==> src/rtl/i2c_master_ctrl_pkg.sv <==
// Shared types and constants for the I2C master sequencer.
// State encoding and bus-level bit meanings.
package i2c_pkg;

  typedef enum logic [3:0] {
    ST_IDLE,
    ST_START,
    ST_ADDR,
    ST_ADDR_ACK,
    ST_WDATA,
    ST_WACK,
    ST_RDATA,
    ST_MNACK,
    ST_STOP,
    ST_DONE
  } i2c_state_e;

  localparam logic I2C_ACK  = 1'b0;
  localparam logic I2C_NACK = 1'b1;
  localparam logic I2C_RD   = 1'b1;
  localparam logic I2C_WR   = 1'b0;

  localparam int BITS_PER_BYTE = 8;

endpackage

==> src/rtl/i2c_master_ctrl_sync_ff.sv <==
// Multi-flop synchronizer for the asynchronous SDA pad level.
// Resets to the released (high) bus level.
module sync_ff #(
  parameter int STAGES = 2
) (
  input  logic clk,
  input  logic rst_n,
  input  logic d,
  output logic q
);

  logic [STAGES-1:0] ff_q;
  logic [STAGES-1:0] ff_d;

  always_comb begin
    ff_d = {ff_q[STAGES-2:0], d};
  end

  always_ff @(posedge clk or negedge rst_n) begin
    if (!rst_n) begin
      ff_q <= '1;
    end else begin
      ff_q <= ff_d;
    end
  end

  assign q = ff_q[STAGES-1];

endmodule

==> src/rtl/i2c_master_ctrl.sv <==
// Single-transaction I2C master: START, addr+R/W, ACK,
// one data byte, ACK/NACK, STOP, paced by divider ticks.
module i2c_master_ctrl
  import i2c_pkg::*;
#(
  parameter int SYNC_STAGES = 2
) (
  input  logic       clk,
  input  logic       rst_n,
  input  logic       cmd_valid,
  output logic       cmd_ready,
  input  logic [6:0] cmd_addr,
  input  logic       cmd_rw,
  input  logic [7:0] cmd_wdata,
  output logic       en_clk,
  input  logic       sample_h,
  input  logic       sample_l,
  output logic       scl_out,
  output logic       sda_out,
  input  logic       sda_in,
  output logic       busy,
  output logic       done,
  output logic       ack_err,
  output logic [7:0] rd_data
);

  localparam logic [2:0] MSB = 3'(BITS_PER_BYTE - 1);

  i2c_state_e state_q, state_d;

  logic       ph_q, ph_d;
  logic       load_q, load_d;
  logic       scl_q, scl_d;
  logic       sda_q, sda_d;
  logic       ack_err_q, ack_err_d;
  logic [2:0] idx_q, idx_d;
  logic [7:0] abyte_q, abyte_d;
  logic [7:0] wdata_q, wdata_d;
  logic [7:0] rd_shift_q, rd_shift_d;
  logic [7:0] rd_data_q, rd_data_d;

  logic sda_s;
  logic tick;
  logic last;
  logic active;

  sync_ff #(
    .STAGES(SYNC_STAGES)
  ) u_sync (
    .clk  (clk),
    .rst_n(rst_n),
    .d    (sda_in),
    .q    (sda_s)
  );

  assign tick   = sample_h | sample_l;
  assign last   = (idx_q == 3'd0);
  assign active = (state_q != ST_IDLE) &&
                  (state_q != ST_DONE);

  always_comb begin
    state_d    = state_q;
    ph_d       = ph_q;
    load_d     = 1'b0;
    scl_d      = scl_q;
    sda_d      = sda_q;
    ack_err_d  = ack_err_q;
    idx_d      = idx_q;
    abyte_d    = abyte_q;
    wdata_d    = wdata_q;
    rd_shift_d = rd_shift_q;
    rd_data_d  = rd_data_q;

    unique case (state_q)
      ST_IDLE: begin
        if (cmd_valid) begin
          state_d   = ST_START;
          abyte_d   = {cmd_addr, cmd_rw};
          wdata_d   = cmd_wdata;
          ack_err_d = 1'b0;
          ph_d      = 1'b0;
        end
      end
      ST_DONE: begin
        state_d = ST_IDLE;
      end
      default: begin
        // SDA moves only on the clk after SCL has fallen
        if (load_q) begin
          sda_d = 1'b1;
          if (state_q == ST_ADDR) begin
            sda_d = abyte_q[idx_q];
          end else if (state_q == ST_WDATA) begin
            sda_d = wdata_q[idx_q];
          end else if (state_q == ST_STOP) begin
            sda_d = 1'b0;
          end
        end

        if (tick && !ph_q) begin
          ph_d = 1'b1;
          if (state_q == ST_START) begin
            sda_d = 1'b0;
          end else begin
            scl_d = 1'b1;
          end
        end else if (tick) begin
          ph_d   = 1'b0;
          load_d = 1'b1;
          scl_d  = 1'b0;
          unique case (state_q)
            ST_START: begin
              state_d = ST_ADDR;
              idx_d   = MSB;
            end
            ST_ADDR: begin
              if (last) state_d = ST_ADDR_ACK;
              else      idx_d   = idx_q - 3'd1;
            end
            ST_ADDR_ACK: begin
              idx_d = MSB;
              if (sda_s == I2C_NACK) begin
                ack_err_d = 1'b1;
                state_d   = ST_STOP;
              end else if (abyte_q[0] == I2C_WR) begin
                state_d = ST_WDATA;
              end else begin
                state_d = ST_RDATA;
              end
            end
            ST_WDATA: begin
              if (last) state_d = ST_WACK;
              else      idx_d   = idx_q - 3'd1;
            end
            ST_WACK: begin
              if (sda_s == I2C_NACK) ack_err_d = 1'b1;
              state_d = ST_STOP;
            end
            ST_RDATA: begin
              rd_shift_d = {rd_shift_q[6:0], sda_s};
              if (last) state_d = ST_MNACK;
              else      idx_d   = idx_q - 3'd1;
            end
            ST_MNACK: begin
              rd_data_d = rd_shift_q;
              state_d   = ST_STOP;
            end
            ST_STOP: begin
              load_d  = 1'b0;
              scl_d   = 1'b1;
              sda_d   = 1'b1;
              state_d = ST_DONE;
            end
            default: begin
              state_d = state_q;
            end
          endcase
        end
      end
    endcase
  end

  always_ff @(posedge clk or negedge rst_n) begin
    if (!rst_n) begin
      state_q    <= ST_IDLE;
      ph_q       <= 1'b0;
      load_q     <= 1'b0;
      scl_q      <= 1'b1;
      sda_q      <= 1'b1;
      ack_err_q  <= 1'b0;
      idx_q      <= '0;
      abyte_q    <= '0;
      wdata_q    <= '0;
      rd_shift_q <= '0;
      rd_data_q  <= '0;
    end else begin
      state_q    <= state_d;
      ph_q       <= ph_d;
      load_q     <= load_d;
      scl_q      <= scl_d;
      sda_q      <= sda_d;
      ack_err_q  <= ack_err_d;
      idx_q      <= idx_d;
      abyte_q    <= abyte_d;
      wdata_q    <= wdata_d;
      rd_shift_q <= rd_shift_d;
      rd_data_q  <= rd_data_d;
    end
  end

  assign cmd_ready = (state_q == ST_IDLE);
  assign en_clk    = active;
  assign busy      = active;
  assign done      = (state_q == ST_DONE);
  assign scl_out   = scl_q;
  assign sda_out   = sda_q;
  assign ack_err   = ack_err_q;
  assign rd_data   = rd_data_q;

endmodule

==> config.mk <==
export PLATFORM = sky130hd
export DESIGN_NAME = i2c_master_ctrl
export DESIGN_NICKNAME = d
export VERILOG_FILES = /design/src/rtl/i2c_master_ctrl_pkg.sv /design/src/rtl/i2c_master_ctrl_sync_ff.sv /design/src/rtl/i2c_master_ctrl.sv
export SDC_FILE = /design/constraint.sdc
export NUM_CORES = 1
export LEC_CHECK = 0
export ABC_AREA = 1
export ABC_CLOCK_PERIOD_IN_PS = 3000
export BUFFER_PORTS_ARGS = -buffer_cell sky130_fd_sc_hd__buf_2
export CORE_MARGIN = 8
export CORE_UTILIZATION = 52
export DETAILED_ROUTE_END_ITERATION = 7
export GPL_ROUTABILITY_DRIVEN = 0
export PLACE_DENSITY_LB_ADDON = 0.05
export SETUP_SLACK_MARGIN = 0.2
export SLEW_MARGIN = 10
export SYNTH_ARGS = -nofsm -noshare
export SYNTH_HDL_FRONTEND = slang
export SYNTH_HIERARCHICAL = 1
export SYNTH_SLANG_ARGS = --single-unit
==> constraint.sdc <==
create_clock -name clk -period 3 [get_ports clk]
set_input_delay 0.6 -clock clk [delete_from_list [all_inputs] [get_ports clk]]
set_output_delay 0.6 -clock clk [all_outputs]
set_load 0.03 [all_outputs]
==> results_dict.tcl, run 1 <==
set metrics [dict create \
    p_clk_share_pct 35.9 \
    cap_violations 0 \
    crit_arrival_ns 1.51 \
    antenna_found_initial 0 \
    start_kind "register" \
    synth-seq-area-share_pct 51.5 \
    path_clk_slew_ns 0.08 \
    ctsResizeCount 0 \
    end_kind "primary output" \
    relSlewSlack_pct 33.3 \
    drt_iter0_markers 85 \
    track_usage_pct 15.0 \
    p_seq_share_pct 53.7 \
    grt_max_degree 47 \
    start_util_pct 52.6 \
    finalSetupViolCount 0 \
    worst_pin_slew_ns 1.00 \
    die-width_um 81.7 \
    cts_made_buffers 5 \
    netlist_area_mm2 0.00224 \
    area_delta_synth_final_pct 13.7 \
    post_cts.repair.setup_buffers 0 \
    ctsHoldBuffers 0 \
    hp-class "register to register" \
    root_buffer "clkbuf_8" \
    drt_wl_total_um 4450 \
    dieArea_mm2 0.00667 \
    status "finished, final reports clean" \
    die_height_um 81.7 \
    swShare_pct 24.2 \
    ios 37 \
    yosys_warnings 6 \
    crit_type "register to primary output" \
    avgSynthCellArea_um2 8.31 \
    ys_types 33 \
    synthCells 270 \
    worstPathRequired_ns 2.40 \
    vias 1743 \
    rsz0062_at_grt "false" \
    hold_viol_final 0 \
    place_hpwl_um 3310 \
    cts_max_level 2 \
    whs_ns 0.360 \
    buffer_ports.inserted 36 \
    syn-num-nets 294 \
    ant_nets 0 \
    wire_per_inst_um 12.4 \
    drive_gt1_share_pct 22.8 \
    insertedDiodeCount 0 \
    skew_ns 0.00499 \
    gr-total-overflow 0 \
    fillers 406 \
    finalCritPeriodShare_pct 70.2 \
    critPathMaxFanout 8 \
    ys_ff_latch 46 \
    ys.flop_type "dfrtp_1" \
    ir_worst_vdd_v 0.000295 \
    cts_tree "built" \
    first_global_vias 1763 \
    drc 0 \
    cts_buffer_depth 2 \
    design.core.area_mm2 0.00426 \
    power_switching_mw 0.304 \
    cellPowerDensity_mw_per_mm2 492 \
    grt_pass1_wl_um 7920 \
    p_leak_nw 1.30 \
    fin_nets 330 \
    synth_top_area_share_pct 46.8 \
    p_int_mw 0.950 \
    maxSlewViolCount 0 \
    fmaxAchievable_ghz 0.475 \
    asyncSetResetFlopFracSynth_pct 100 \
    ys_top_cells_by_count "73 x nand2_1, 42 x dfrtp_1, 38 x inv_1" \
    drt_pass1_iterations 4 \
    synth_area_leaders "dfrtp_1 47%, nand2_1 12%, inv_1 6.4%" \
    fin_tns_setup_ns 0 \
    clk_latency_ns 0.29 \
    final.min_clock_period_ns 2.11 \
    num_rows 24 \
    power_frac_comb_pct 10.4 \
    yosys.cell_count.top_type "nand2_1" \
    cts.sinks 46 \
    viasPerCell 4.86 \
    synth_edf_count 0 \
    synth_largest_area_cell "dfrtp_1" \
    fin_util_pct 59.8 \
]
power groups by stage:
stage          clock (mW)  combinational, mW  sequential, mW
5_1_grt             0.484              0.153           0.679
4_1_cts             0.465              0.134           0.675
6_report            0.450              0.131           0.674
2_1_floorplan           0             0.0705           0.697
3_3_place_gp            0              0.132           0.685
3_5_place_dp            0              0.134           0.687
cell type report:
type	count	area [um2]	share of cell area [%]
flip-flops and latches	46	1160	45.3
multi-input cells	174	877	34.4
repair buffers	37	188	7.36
inverters	42	159	6.23
clock buffers	7	76.3	2.99
well taps	52	65.1	2.55
clock inverters	1	30.0	1.18
flip-flops by register name (all words and copies together) (netlist names):
name         count
ack_err          1
load_q           1
idx_q            3
rd_shift_q       8
abyte_q          8
wdata_q          8
state_q          4
scl_out          1
rd_data          8
sda_out          1
ph_q             1
u_sync/ff_q      2
path summary, 6_finish.rpt:
check                               startpoint        endpoint  slack [ns]  cells after the start
worst max-delay path                state_q[1]            busy        0.89                      5
worst min-delay path            u_sync/ff_q[0]  u_sync/ff_q[1]        0.36                      0
worst max register to register      state_q[1]      rd_data[5]        1.15                      9
worst min register to register  u_sync/ff_q[0]  u_sync/ff_q[1]        0.36                      0
max in group asynchronous                rst_n   rd_shift_q[1]        1.91                      1
min in group asynchronous                rst_n      abyte_q[7]        0.47                      1
critical path, cell delays in order, from the launching register on:
cell and delay (ns):
dfrtp_1 0.50, inv_2 0.14, nand2_2 0.08, nor3_4 0.24
nor2_8 0.07, buf_2 0.18
cells in the final DEF, fill, tap and decap left out, drive strengths merged:
cell | netlist | routed
bufinv | 0 | 1
o211ai | 1 | 1
dfrtp | 42 | 42
nor2 | 26 | 26
o31ai | 1 | 1
nand3 | 15 | 15
xnor2 | 1 | 1
nand4 | 2 | 2
clkbuf | 2 | 7
o22ai | 1 | 1
o21ai | 36 | 36
inv | 41 | 41
xor2 | 1 | 1
a22oi | 2 | 2
o21a | 1 | 1
dfstp | 4 | 4
buf | 6 | 37
nand2 | 77 | 77
clkinv | 1 | 1
ha | 2 | 2
a21oi | 6 | 6
nor3 | 2 | 2
layer usage:
layer / global-route usage (%) / up-vias / share of wire, %
met4: 4.21 / 0 / 1.4
met5: 0 / - / 0
met2: 23.9 / 46 / 43
li1: - / 917 / -
met3: 4.05 / 7 / 6.4
met1: 19.7 / 773 / 49
kinds of logic (layout without fill, tap and decap cells):
| logic type | count (synthesis) | after routing | share of synthesized area, % |
|---|---|---|---|
| flops | 46 | 46 | 51.5 |
| xor+xnor | 2 | 2 | 0.781 |
| buf+inv | 50 | 87 | 9.42 |
| simple gates | 122 | 122 | 24.4 |
| fa+ha+maj | 2 | 2 | 1.11 |
| compound gates | 48 | 48 | 12.8 |
metrics by stage:
step / instance area [um2] / std cells / setup slack [ns] / total power, mW
final: 2550 / 359 / 0.893 / 1.25
after global routing: 2550 / 359 / 0.780 / 1.32
after CTS: 2550 / 359 / 0.866 / 1.27
after detailed placement: 2440 / 351 / 1.15 / 0.820
after global placement: 2440 / 351 / 1.19 / 0.817
after floorplan: 2240 / 270 / 1.07 / 0.767
Note: power is estimated with default switching activity, not from simulation.
==> inputs of run 2 (changes only) <==
--- a/config.mk
+++ b/config.mk
@@ -6,10 +6,10 @@
 export NUM_CORES = 1
 export LEC_CHECK = 0
 export ABC_AREA = 1
-export ABC_CLOCK_PERIOD_IN_PS = 3000
+export ABC_CLOCK_PERIOD_IN_PS = 1800
 export BUFFER_PORTS_ARGS = -buffer_cell sky130_fd_sc_hd__buf_2
 export CORE_MARGIN = 8
-export CORE_UTILIZATION = 52
+export CORE_UTILIZATION = 50
 export DETAILED_ROUTE_END_ITERATION = 7
 export GPL_ROUTABILITY_DRIVEN = 0
 export PLACE_DENSITY_LB_ADDON = 0.05
==> constraint.sdc (replaced) <==
create_clock -name clk -period 1.8 [get_ports clk]
set_input_delay 0.36 -clock clk [delete_from_list [all_inputs] [get_ports clk]]
set_output_delay 0.36 -clock clk [all_outputs]
set_load 0.03 [all_outputs]
==> run 2 against run 1 <==
Combinational power rose by 150%. Via count rose by 6.8%. Register-to-register slack got worse by 1.0 ns. Critical path depth fell by 2. Hold slack got worse by 0.21 ns. First-iteration DRC count fell by 2.4%. Cell count rose by 6.4%. Largest cell class unchanged.
==> results_dict.tcl, run 2 (same netlist as run 1, synthesis figures left out) <==
set metrics [dict create \
    status "finished, final reports clean" \
    fin_nets 353 \
    worstPathRequired_ns 1.44 \
    hp-class "input pin to register" \
    skew_ns 0.00675 \
    antenna_found_initial 0 \
    place_hpwl_um 3400 \
    cts_buffer_depth 2 \
    design.core.area_mm2 0.00435 \
    crit_arrival_ns 1.34 \
    track_usage_pct 14.1 \
    gr-total-overflow 0 \
    vias 1861 \
    start_kind "register" \
    num_rows 24 \
    worst_pin_slew_ns 0.480 \
    timing.rr.end "state_q[1]" \
    cts_made_buffers 5 \
    worstRegToRegCells 8 \
    r2r-start "state_q[1]" \
    rsz0062_at_grt "true" \
    fin_ws_ns 0.0973 \
    insertedDiodeCount 0 \
    drc 0 \
    viasPerCell 4.87 \
    ant_nets 0 \
    ios 37 \
    fillers 351 \
    cts_max_level 2 \
    final_cell_mix "70 x nand2_1, 38 x dfrtp_1, 37 x inv_1, 32 x buf_2, 21 x buf_4" \
    drt_iter0_markers 83 \
    final.min_clock_period_ns 1.70 \
    buffer_ports.inserted 36 \
    finalSetupViolCount 0 \
    start_util_pct 51.6 \
    cts.sinks 46 \
    reg2reg_slack_ns 0.14 \
    cp-startpoint "state_q[3]" \
    path_clk_slew_ns 0.08 \
    fin_util_pct 66.6 \
    hold_viol_final 0 \
    maxSlewViolCount 0 \
    area_delta_synth_final_pct 29.2 \
    root_buffer "clkbuf_8" \
    worstSetupEndpoint "done" \
    p_total_mw 2.20 \
    fmaxAchievable_ghz 0.587 \
    drt_wl_total_um 5180 \
    drt_pass1_iterations 4 \
    drive_gt1_share_pct 34.5 \
    die_height_um 83 \
    dieArea_mm2 0.00689 \
    wire_per_inst_um 13.6 \
    cts_tree "built" \
    grt_pass1_wl_um 8250 \
    finalCritPeriodShare_pct 94.6 \
    fin_tns_setup_ns 0 \
    end_kind "primary output" \
    p_leak_nw 1.45 \
    crit_type "register to primary output" \
    critPathMaxFanout 6 \
    first_global_vias 1877 \
    relSlewSlack_pct 67.9 \
    grt_max_degree 30 \
    ir_worst_vdd_v 0.000622 \
    die-width_um 83 \
    cap_violations 0 \
    cellPowerDensity_mw_per_mm2 759 \
    final_common_cell "nand2_1" \
    clk_latency_ns 0.30 \
    dp_slack_ns 0.159 \
]
## run 2: cell count changes in the layout (fill, tap and decap cells not counted), sizes merged
cell / previous run / this run
buf: 37 / 58
clkbuf: 7 / 5
dlygate4sd3: 0 / 1
clkinvlp: 0 / 1
clkinv: 1 / 3
inv: 41 / 40
nand4: 2 / 3
## run 2: layout make-up
type	instances	area, um2	share of cell area, %
multi-input cells	175	996	34.3
clock buffers	5	68.8	2.37
inverters	42	176	6.08
clock inverters	3	40.0	1.38
flip-flops and latches	46	1160	40.0
repair buffers	59	393	13.5
well taps	52	65.1	2.24
## run 2: metal layers
metal,part of all wire (%),track usage (%)
met5,0,0
met4,1.7,6.71
met3,4.6,3.42
met2,48,22.7
met1,46,17.2
## run 2: power by group
group	switching, mW	leakage [nW]	total, mW	internal (mW)
registers	0.0250	0.549	1.12	1.10
logic	0.200	0.844	0.322	0.122
clock network	0.349	0.0579	0.757	0.409
total	0.574	1.45	2.20	1.63
## run 2: through the flow
| step | std cells | area [um2] | hold WS [ns] |
|---|---|---|---|
| global route | 382 | 2900 | 0.152 |
| floorplan | 270 | 2270 | 0.0644 |
| CTS | 374 | 2730 | 0.149 |
| global placement | 358 | 2520 | 0.325 |
| finish | 382 | 2900 | 0.153 |
| detailed placement | 358 | 2520 | 0.322 |
## run 2: critical path, stage by stage (launching register included)
cell and delay [ns]:
dfrtp_2 0.45, inv_2 0.09, nor3_4 0.28, buf_4 0.22
## run 2: repair_timing
action | in CTS | in global routing
endpoints found under the hold margin | 18 | 0
setup endpoints to repair | 22 | 29
pin swaps | 2 | 6
cloned | 0 | 1
hold buffers | 1 | 0
resized for setup | 14 | 24
setup buffers | 7 | 7
## run 2: worst min-delay path by stage
stage               startpoint        endpoint  slack (ns)  cells past startpoint
floorplan                rst_n      abyte_q[0]        0.06                      0
global placement         rst_n      wdata_q[4]        0.32                      1
detailed placement       rst_n      wdata_q[4]        0.32                      1
CTS                     sda_in  u_sync/ff_q[0]        0.15                      1
global route            sda_in  u_sync/ff_q[0]        0.15                      1
finish                  sda_in  u_sync/ff_q[0]        0.15                      1
